**src/rtl/seq_pkg.sv**
```systemverilog
// Shared widths, FSM state encodings and slot helper for the Sequencer byte collector.
package seq_pkg;

    localparam int BYTE_W     = 8;
    localparam int WORD_BYTES = 4;
    localparam int WORD_W     = BYTE_W * WORD_BYTES;
    localparam int CNT_W      = $clog2(WORD_BYTES);
    localparam int BCNT_W     = $clog2(WORD_BYTES + 1);
    localparam int FIFO_W     = BCNT_W + WORD_W;

    localparam logic [2:0] ST_IDLE    = 3'd0;
    localparam logic [2:0] ST_COLLECT = 3'd1;
    localparam logic [2:0] ST_FLUSH   = 3'd2;
    localparam logic [2:0] ST_DONE    = 3'd3;
    localparam logic [2:0] ST_WAIT    = 3'd4;

    // Slot 0 is the most significant byte of the packed word.
    function automatic int slot_lsb(input logic [CNT_W-1:0] slot);
        return (WORD_BYTES - 1 - int'(slot)) * BYTE_W;
    endfunction

endpackage

```
**src/rtl/seq_fifo.sv**
```systemverilog
// First-word-fall-through FIFO; head is visible whenever non-empty and reads 0 when empty.
module seq_fifo #(
    parameter int WIDTH = 35,
    parameter int DEPTH = 4
) (
    input  logic             clk,
    input  logic             rst,
    input  logic             push,
    input  logic [WIDTH-1:0] push_data,
    input  logic             pop,
    output logic [WIDTH-1:0] pop_data,
    output logic             full,
    output logic             empty
);

    localparam int AW = $clog2(DEPTH);

    logic [WIDTH-1:0] mem [DEPTH];
    logic [AW:0]      wr_ptr;
    logic [AW:0]      rd_ptr;
    logic             do_push;
    logic             do_pop;

    assign empty    = (wr_ptr == rd_ptr);
    assign full     = (wr_ptr[AW] != rd_ptr[AW]) && (wr_ptr[AW-1:0] == rd_ptr[AW-1:0]);
    assign do_pop   = pop & ~empty;
    // A pop in the same cycle frees the head slot, so a push into a full FIFO still lands.
    assign do_push  = push & (~full | do_pop);
    assign pop_data = empty ? '0 : mem[rd_ptr[AW-1:0]];

    always_ff @(posedge clk) begin
        if (rst) begin
            wr_ptr <= '0;
            rd_ptr <= '0;
        end else begin
            if (do_push) wr_ptr <= wr_ptr + 1'b1;
            if (do_pop)  rd_ptr <= rd_ptr + 1'b1;
        end
    end

    always_ff @(posedge clk) begin
        if (do_push) mem[wr_ptr[AW-1:0]] <= push_data;
    end

endmodule

```
**src/rtl/seq_collector.sv**
```systemverilog
// Packs Sequencer bytes MSB-first into words, flushes partial words on Seq_done,
// and hands them to the next stage through an output FIFO.
module seq_collector
    import seq_pkg::*;
#(
    parameter int FIFO_DEPTH = 4
) (
    input  logic              clk,
    input  logic              rst,
    input  logic              Seq_en,
    input  logic              Seq_done,
    input  logic [BYTE_W-1:0] Sequence,
    output logic [WORD_W-1:0] out_data,
    output logic [BCNT_W-1:0] out_bytes,
    output logic              out_valid,
    input  logic              out_ready,
    output logic              overflow,
    output logic              frame_done
);

    logic [2:0]        state;
    logic [CNT_W-1:0]  count;
    logic [WORD_W-1:0] pack;
    logic [WORD_W-1:0] pack_next;
    logic              push_pend;
    logic              cap;
    logic              last;
    logic              push;
    logic              pop;
    logic              full;
    logic              empty;
    logic [BCNT_W-1:0] push_bytes;
    logic [FIFO_W-1:0] fifo_out;

    assign cap        = Seq_en & ~Seq_done & ((state == ST_IDLE) | (state == ST_COLLECT));
    assign last       = (count == CNT_W'(WORD_BYTES - 1));
    assign push       = push_pend | ((state == ST_FLUSH) && (count != '0));
    assign push_bytes = push_pend ? BCNT_W'(WORD_BYTES) : BCNT_W'(count);

    // Output handshake: a word transfers on a rising edge where out_valid and out_ready
    // are both high; out_data/out_bytes hold the head word for as long as out_valid is high.
    assign out_valid  = ~empty;
    assign pop        = out_valid & out_ready;
    assign out_bytes  = fifo_out[FIFO_W-1:WORD_W];
    assign out_data   = fifo_out[WORD_W-1:0];

    // Starting a new word clears the stale lower slots so partial words are zero-padded.
    always_comb begin
        pack_next = (count == '0) ? '0 : pack;
        pack_next[slot_lsb(count) +: BYTE_W] = Sequence;
    end

    always_ff @(posedge clk) begin
        if (rst) begin
            state      <= ST_IDLE;
            count      <= '0;
            pack       <= '0;
            push_pend  <= 1'b0;
            overflow   <= 1'b0;
            frame_done <= 1'b0;
        end else begin
            frame_done <= 1'b0;
            push_pend  <= cap & last;
            if (push & full & ~pop) overflow <= 1'b1;
            if (cap) begin
                pack  <= pack_next;
                count <= count + CNT_W'(1);
            end
            case (state)
                ST_IDLE:    if (cap) state <= ST_COLLECT;
                ST_COLLECT: if (Seq_done) state <= ST_FLUSH;
                ST_FLUSH: begin
                    count <= '0;
                    state <= ST_DONE;
                end
                ST_DONE: begin
                    if (empty) begin
                        frame_done <= 1'b1;
                        state      <= ST_WAIT;
                    end
                end
                ST_WAIT:    if (~Seq_en & ~Seq_done) state <= ST_IDLE;
                default:    state <= ST_IDLE;
            endcase
        end
    end

    seq_fifo #(
        .WIDTH (FIFO_W),
        .DEPTH (FIFO_DEPTH)
    ) u_fifo (
        .clk       (clk),
        .rst       (rst),
        .push      (push),
        .push_data ({push_bytes, pack}),
        .pop       (pop),
        .pop_data  (fifo_out),
        .full      (full),
        .empty     (empty)
    );

endmodule

```
**config.mk**
```make
export PLATFORM = sky130hd
export DESIGN_NAME = seq_collector
export DESIGN_NICKNAME = d
export VERILOG_FILES = /design/src/rtl/seq_pkg.sv /design/src/rtl/seq_fifo.sv /design/src/rtl/seq_collector.sv
export SDC_FILE = /design/constraint.sdc
export NUM_CORES = 1
export LEC_CHECK = 0
export ABC_AREA = 1
export CORE_MARGIN = 10
export CORE_UTILIZATION = 45
export DETAILED_ROUTE_END_ITERATION = 6
export GPL_ROUTABILITY_DRIVEN = 0
export PLACE_DENSITY = 0.75
export SLEW_MARGIN = 25
export SYNTH_ARGS = -nofsm -noshare
export SYNTH_HDL_FRONTEND = slang
export SYNTH_SLANG_ARGS = --single-unit
```
**constraint.sdc**
```tcl
create_clock -name clk -period 6.1 [get_ports clk]
set_clock_uncertainty 0.15 [all_clocks]
set_input_delay 0.61 -clock clk [delete_from_list [all_inputs] [get_ports clk]]
set_output_delay 0.61 -clock clk [all_outputs]
set_load 0.005 [all_outputs]
```
==> results of run 1 <==
[routing by layer]
layer | routed length (µm) | up-vias | track usage (%)
li1 | - | 2513 | -
met1 | 6550 | 2358 | 16.0
met2 | 7770 | 113 | 23.7
met3 | 765 | 31 | 3.62
met4 | 355 | 0 | 5.86
met5 | 0 | - | 0
[worst min-delay path: stages (launching register included)]
cell	delay [ns]
dfxtp_1	0.31
inv_1	0.05
a21oi_1	0.06
[state kept, by name (all words and copies together), names as in the netlist, named ones only]
name and flops:
overflow 1, frame_done 1, pack 32, u_fifo.mem 140, state 3, push_pend 1
u_fifo.wr_ptr 3, u_fifo.rd_ptr 3, count 2
[synth_stat cells, types with 10 or more instances]
library cell  count  area (µm²)
buf_2            10        50.1
o21ai_0          45         225
edfxtp_1        140        4200
nand3_1          25         125
a21oi_1          22         110
dfxtp_1          48         961
o22ai_1          35         219
inv_2            10        37.5
o21ai_1          12        60.1
nor2_1           85         319
clkbuf_1         15        56.3
mux2i_1          35         350
ha_1             11         138
inv_1            67         251
nand2_1         100         375
nor3_1           18        90.1
[power by group through the flow]
| stage | clock (mW) | sequential, mW | combinational [mW] |
|---|---|---|---|
| 2_1_floorplan | 0 | 1.44 | 0.292 |
| 3_3_place_gp | 0 | 1.46 | 0.437 |
| 3_5_place_dp | 0 | 1.47 | 0.443 |
| 4_1_cts | 1.08 | 1.44 | 0.445 |
| 5_1_grt | 1.14 | 1.44 | 0.486 |
| 6_report | 1.07 | 1.44 | 0.432 |
[cell families (layout without fill, tap and decap cells)]
group,Yosys count,in the layout
AO/OA/AOI/OAI,117,117
XOR/XNOR,2,2
adder cells (fa/ha/maj),11,11
buffers and inverters,109,167
flip-flops,188,188
multiplexers,35,35
AND/OR/NAND/NOR,244,244
[stage by stage]
| stage | setup WS, ns | area [µm²] |
|---|---|---|
| final | 2.49 | 9120 |
| after global routing | 2.31 | 9120 |
| after CTS | 2.42 | 9120 |
| after detailed placement | 2.88 | 8540 |
| after global placement | 2.92 | 8510 |
| after floorplan | 2.72 | 7800 |
[path summary, 6_finish.rpt]
kind | startpoint | depth (start not counted) | to
worst max-delay path | register | 6 | out_data[18]
worst min-delay path | overflow | 2 | overflow
worst max register to register | count[0] | 6 | u_fifo.mem[1][24]
worst min register to register | overflow | 2 | overflow
[layout make-up]
type	count	area, µm²
Timing Repair Buffer	58	576
Multi-Input combinational cell	409	2220
Fill cell	1445	7990
Clock inverter	6	55.1
Inverter	77	289
Sequential cell	188	5170
Clock buffer	26	532
Tap cell	225	282
==> flow_summary_export.csv, run 1 <==
group,metric,value,unit
floorplanning,rows,48,
setup_path,max_stage_delay,0.75,ns
synthesis,synth_top_family_by_area,"simple AND/OR/NAND/NOR gates",
power_and_ir_drop,p_int,2.23,mW
clock_network,clk_latency,0.42,ns
clock_network,cts_setup_buffers,0,
synthesis,syn-instance-count,706,
sta,tns,0,ns
placed_design,numPortBuffers,50,
synthesis,synth_cell_types,31,
finish,final_net_count,775,
floorplanning,dieArea,23000,µm²
synthesis,synth_nets,730,
synthesis,ys_ff_latch,188,
synthesis,netlist_area,7800,µm²
power_and_ir_drop,p_leak,3.41,nW
setup_path,r2r_setup_slack,3.00,ns
setup_path,critical_path.top_delay_family,"buffers and inverters",
power_and_ir_drop,switching_power,0.712,mW
outcome,status,"finished clean",
clock_network,htreeDepth,4,
clock_network,cts_buffers,17,
finish,layout-drive-gt1-share,8.38,%
setup_path,end_kind,"output pin",
sta,maxSlewViolCount,0,
finish,fin_util,53.3,%
synthesis,avgSynthCellArea,11.0,µm²
global_route,grt_first_pass_wirelength,24.8,mm
synthesis,synthAdderAreaFrac,1.76,%
drt,dr.first_iter.drc_count,424,
synthesis,synth_xor_area_share,0.225,%
power_and_ir_drop,seqPwrFrac,48.9,%
synthesis,synth_simple_gate_area_share,13.2,%
power_and_ir_drop,p_clk_share,36.3,%
finish,antenna_cells,0,
placed_design,hpwl,10.2,mm
power_and_ir_drop,irDropWorstVdd,0.172,mV
sta,relSlewSlack,39.2,%
setup_path,worstSetupStartpointType,"register",
setup_path,crit_slowest_cell,"dfxtp_2",
synthesis,synth-edff-count,140,
job,cap_violations,0,
floorplanning,initial_core_util,45.6,%
sta,grt_setup_unrepaired,"false",
clock_network,clockRootBuffer,"clkbuf_16",
floorplanning,io-pin-count,51,
clock_network,cts_hold_buf,0,
global_route,grt.total_usage,13.8,%
setup_path,cp_max_fo,43,
clock_network,cts_resized,0,
setup_path,path_buf_inv,3,
floorplanning,die_y,152,µm
power_and_ir_drop,netSwitchingFraction,24.2,%
sta,post-route-min-period,3.61,ns
clock_network,cts_tree,"yes",
global_route,overflow,0,
synthesis,yosys_warnings,0,
global_route,grt_antenna_before_repair,0,
clock_network,clk_pin_slew,0.06,ns
drt,wl_per_cell,15.6,µm
finish,stdcell_count,989,
sta,max_freq,277,MHz
clock_network,clock_path_buffers,2,
sta,finalCritPeriodShare,59.2,%
global_route,grt_max_degree,47,
clock_network,cts.sinks,188,
synthesis,async_flop_share,0,%
drt,finalWirelength,15.4,mm
drt,via_count,5015,
setup_path,cp.required,5.34,ns
sta,hold_viol,0,
floorplanning,coreArea,17100,µm²
finish,final_common_cell,"edfxtp_1",
drt,final_antenna_net_count,0,
power_and_ir_drop,power_density,322,nW/µm²
min_path,hp-class,"register to register",
power_and_ir_drop,combPwrFrac,14.7,%
setup_path,cp_data_arrival_time,2.85,ns
sta,tightest_slew,0.912,ns
finish,final_cell_mix,"edfxtp_1, nand2_1, nor2_1, inv_1, clkdlybuf4s50_1",
synthesis,synth.area.mux_share,4.49,%
power_and_ir_drop,total_power,2.94,mW
sta,setup_violations,0,
setup_path,path_cells,"buf_4 -> o21ai_0 -> o22ai_1 -> nand2_1 -> inv_1 -> clkdlybuf4s50_1",
global_route,grt_pass1_vias,4879,
floorplanning,die_w,152,µm
drt,firstDrtPassIters,5,
sta,timing.hold.ws,0.311,ns
finish,area_growth,17.0,%
synthesis,yosys_most_used_dff,"edfxtp_1",
setup_path,worst-setup-path-type,"register to output pin",
synthesis,synth_compound_area_share,8.42,%
placed_design,place_inst,957,
drt,drcViolationCount,0,
synthesis,synth_seq_area_share,66.2,%
drt,viasPerCell,5.07,
(Power assumes the default switching activity.)
==> inputs of run 2 (changes only) <==
--- a/config.mk
+++ b/config.mk
@@ -10,7 +10,7 @@
 export CORE_UTILIZATION = 45
 export DETAILED_ROUTE_END_ITERATION = 6
 export GPL_ROUTABILITY_DRIVEN = 0
-export PLACE_DENSITY = 0.75
+export PLACE_DENSITY = 0.78
 export SLEW_MARGIN = 25
 export SYNTH_ARGS = -nofsm -noshare
 export SYNTH_HDL_FRONTEND = slang
==> constraint.sdc (replaced) <==
create_clock -name clk -period 3.1 [get_ports clk]
set_clock_uncertainty 0.15 [all_clocks]
set_input_delay 0.31 -clock clk [delete_from_list [all_inputs] [get_ports clk]]
set_output_delay 0.31 -clock clk [all_outputs]
set_load 0.005 [all_outputs]
==> flow_summary_export.csv, run 2 (synthesis gave the netlist of run 1 again) <==
group,metric,value,unit
power_and_ir_drop,p_leak,3.45,nW
sta,maxSlewViolCount,0,
drt,final_antenna_net_count,0,
clock_network,cts.sinks,188,
floorplanning,dieArea,23000,µm²
global_route,grt.total_usage,14.2,%
sta,grt_setup_unrepaired,"false",
sta,setup_violations,0,
setup_path,end_kind,"output pin",
floorplanning,initial_core_util,45.6,%
clock_network,clock_path_buffers,2,
setup_path,reg2regPathDepth,6,
placed_design,place_inst,968,
finish,fin_area,9210,µm²
power_and_ir_drop,switching_power,1.51,mW
finish,final_net_count,786,
drt,wl_per_cell,15.9,µm
floorplanning,coreArea,17100,µm²
finish,fin_util,53.8,%
sta,fin_ws,0.181,ns
setup_path,worstSetupStartpointType,"register",
floorplanning,die_w,152,µm
finish,final_common_cell,"edfxtp_1",
sta,finalCritPeriodShare,94.2,%
floorplanning,die_y,152,µm
floorplanning,io-pin-count,51,
setup_path,r2r_setup_slack,0.55,ns
clock_network,htreeDepth,4,
setup_path,cp_data_arrival_time,2.46,ns
global_route,grt_antenna_before_repair,0,
job,cap_violations,0,
setup_path,worst-setup-path-type,"register to output pin",
global_route,met2_usage,23.4,%
sta,relSlewSlack,65.5,%
finish,stdcell_count,1000,
global_route,busiest_layer,"met2",
drt,finalWirelength,15.9,mm
sta,tightest_slew,0.516,ns
sta,max_freq,343,MHz
min_path,hp-class,"register to register",
finish,layout-drive-gt1-share,9.81,%
clock_network,cts_hold_buf,0,
drt,viasPerCell,5.14,
power_and_ir_drop,p_clk_share,37.0,%
global_route,grt_pass1_vias,4986,
clock_network,clk_pin_slew,0.07,ns
placed_design,hpwl,10.4,mm
drt,firstDrtPassIters,5,
min_path,hold_depth,2,
clock_network,clk_latency,0.44,ns
clock_network,cts_setup_buffers,0,
sta,tns,0,ns
placed_design,numPortBuffers,50,
clock_network,cts_tree,"yes",
global_route,grt_first_pass_wirelength,25.4,mm
power_and_ir_drop,seqPwrFrac,47.5,%
power_and_ir_drop,irDropWorstVdd,0.347,mV
drt,via_count,5141,
sta,hold_viol,0,
finish,n_fill_cell,1398,
sta,post-route-min-period,2.92,ns
outcome,status,"finished clean",
global_route,grt_max_degree,30,
setup_path,cp_max_fo,16,
floorplanning,rows,48,
placed_design,dpl-instance-area,8600,µm²
placed_design,place_ws,0.555,ns
drt,dr.first_iter.drc_count,405,
setup_path,cp.required,2.64,ns
clock_network,cts_buffers,17,
power_and_ir_drop,combPwrFrac,15.5,%
finish,final_cell_mix,"edfxtp_1, nand2_1, nor2_1, inv_1, clkdlybuf4s50_1",
power_and_ir_drop,power_density,643,nW/µm²
clock_network,clockRootBuffer,"clkbuf_16",
drt,drcViolationCount,0,
global_route,overflow,0,
global_route,gr-usage-met3,3.80,%
power_and_ir_drop,p_int,4.41,mW
finish,antenna_cells,0,
power_and_ir_drop,netSwitchingFraction,25.5,%
finish,area_growth,18.1,%
global_route,use_met1,17.4,%
finish,largest_reg_flops,140,
-- run 2: through the flow --
step | hold WS (ns) | power (mW)
2_1_floorplan | 0.297 | 3.40
3_3_place_gp | 0.296 | 3.77
3_5_place_dp | 0.303 | 3.79
6_report | 0.309 | 5.92
4_1_cts | 0.317 | 5.95
5_1_grt | 0.351 | 6.17
-- run 2: layout make-up --
| class | instances | area, µm² | area share (%) |
|---|---|---|---|
| Sequential cell | 188 | 5170 | 56.1 |
| Tap cell | 225 | 282 | 3.06 |
| Clock buffer | 18 | 429 | 4.66 |
| Timing Repair Buffer | 69 | 647 | 7.02 |
| Inverter | 77 | 289 | 3.14 |
| Multi-Input combinational cell | 409 | 2220 | 24.1 |
| Clock inverter | 14 | 171 | 1.86 |
-- run 2: metal layers --
metal / wire [µm] / share of wire (%)
met5: 0 / 0
met2: 7830 / 49
met3: 869 / 5.5
met1: 6940 / 44
met4: 291 / 1.8
-- run 2: critical path, cell delays in order (launching register included) --
cell and delay (ns):
dfxtp_2 0.46, buf_4 0.25, buf_4 0.27, o21ai_0 0.15
o22ai_1 0.22, nand2_1 0.09, inv_1 0.08, clkdlybuf4s50_1 0.50
-- run 2: what timing repair did --
item                                    CTS  global route
hold endpoints to repair                  0             0
endpoints found under the setup margin    0            17
resized for setup                         0             1
-- run 2: power by group through the flow --
stage	Clock, mW	Combinational [mW]	Sequential (mW)
after CTS	2.21	0.926	2.81
after global routing	2.33	1.02	2.82
after global placement	0	0.906	2.86
final	2.19	0.918	2.81
after detailed placement	0	0.921	2.87
after floorplan	0	0.575	2.83
-- run 2: worst paths after layout --
kind / start / endpoint
worst max-delay path: register / out_data[4]
worst min-delay path: overflow / overflow
worst max register to register: count[0] / u_fifo.mem[2][28]
worst min register to register: overflow / overflow
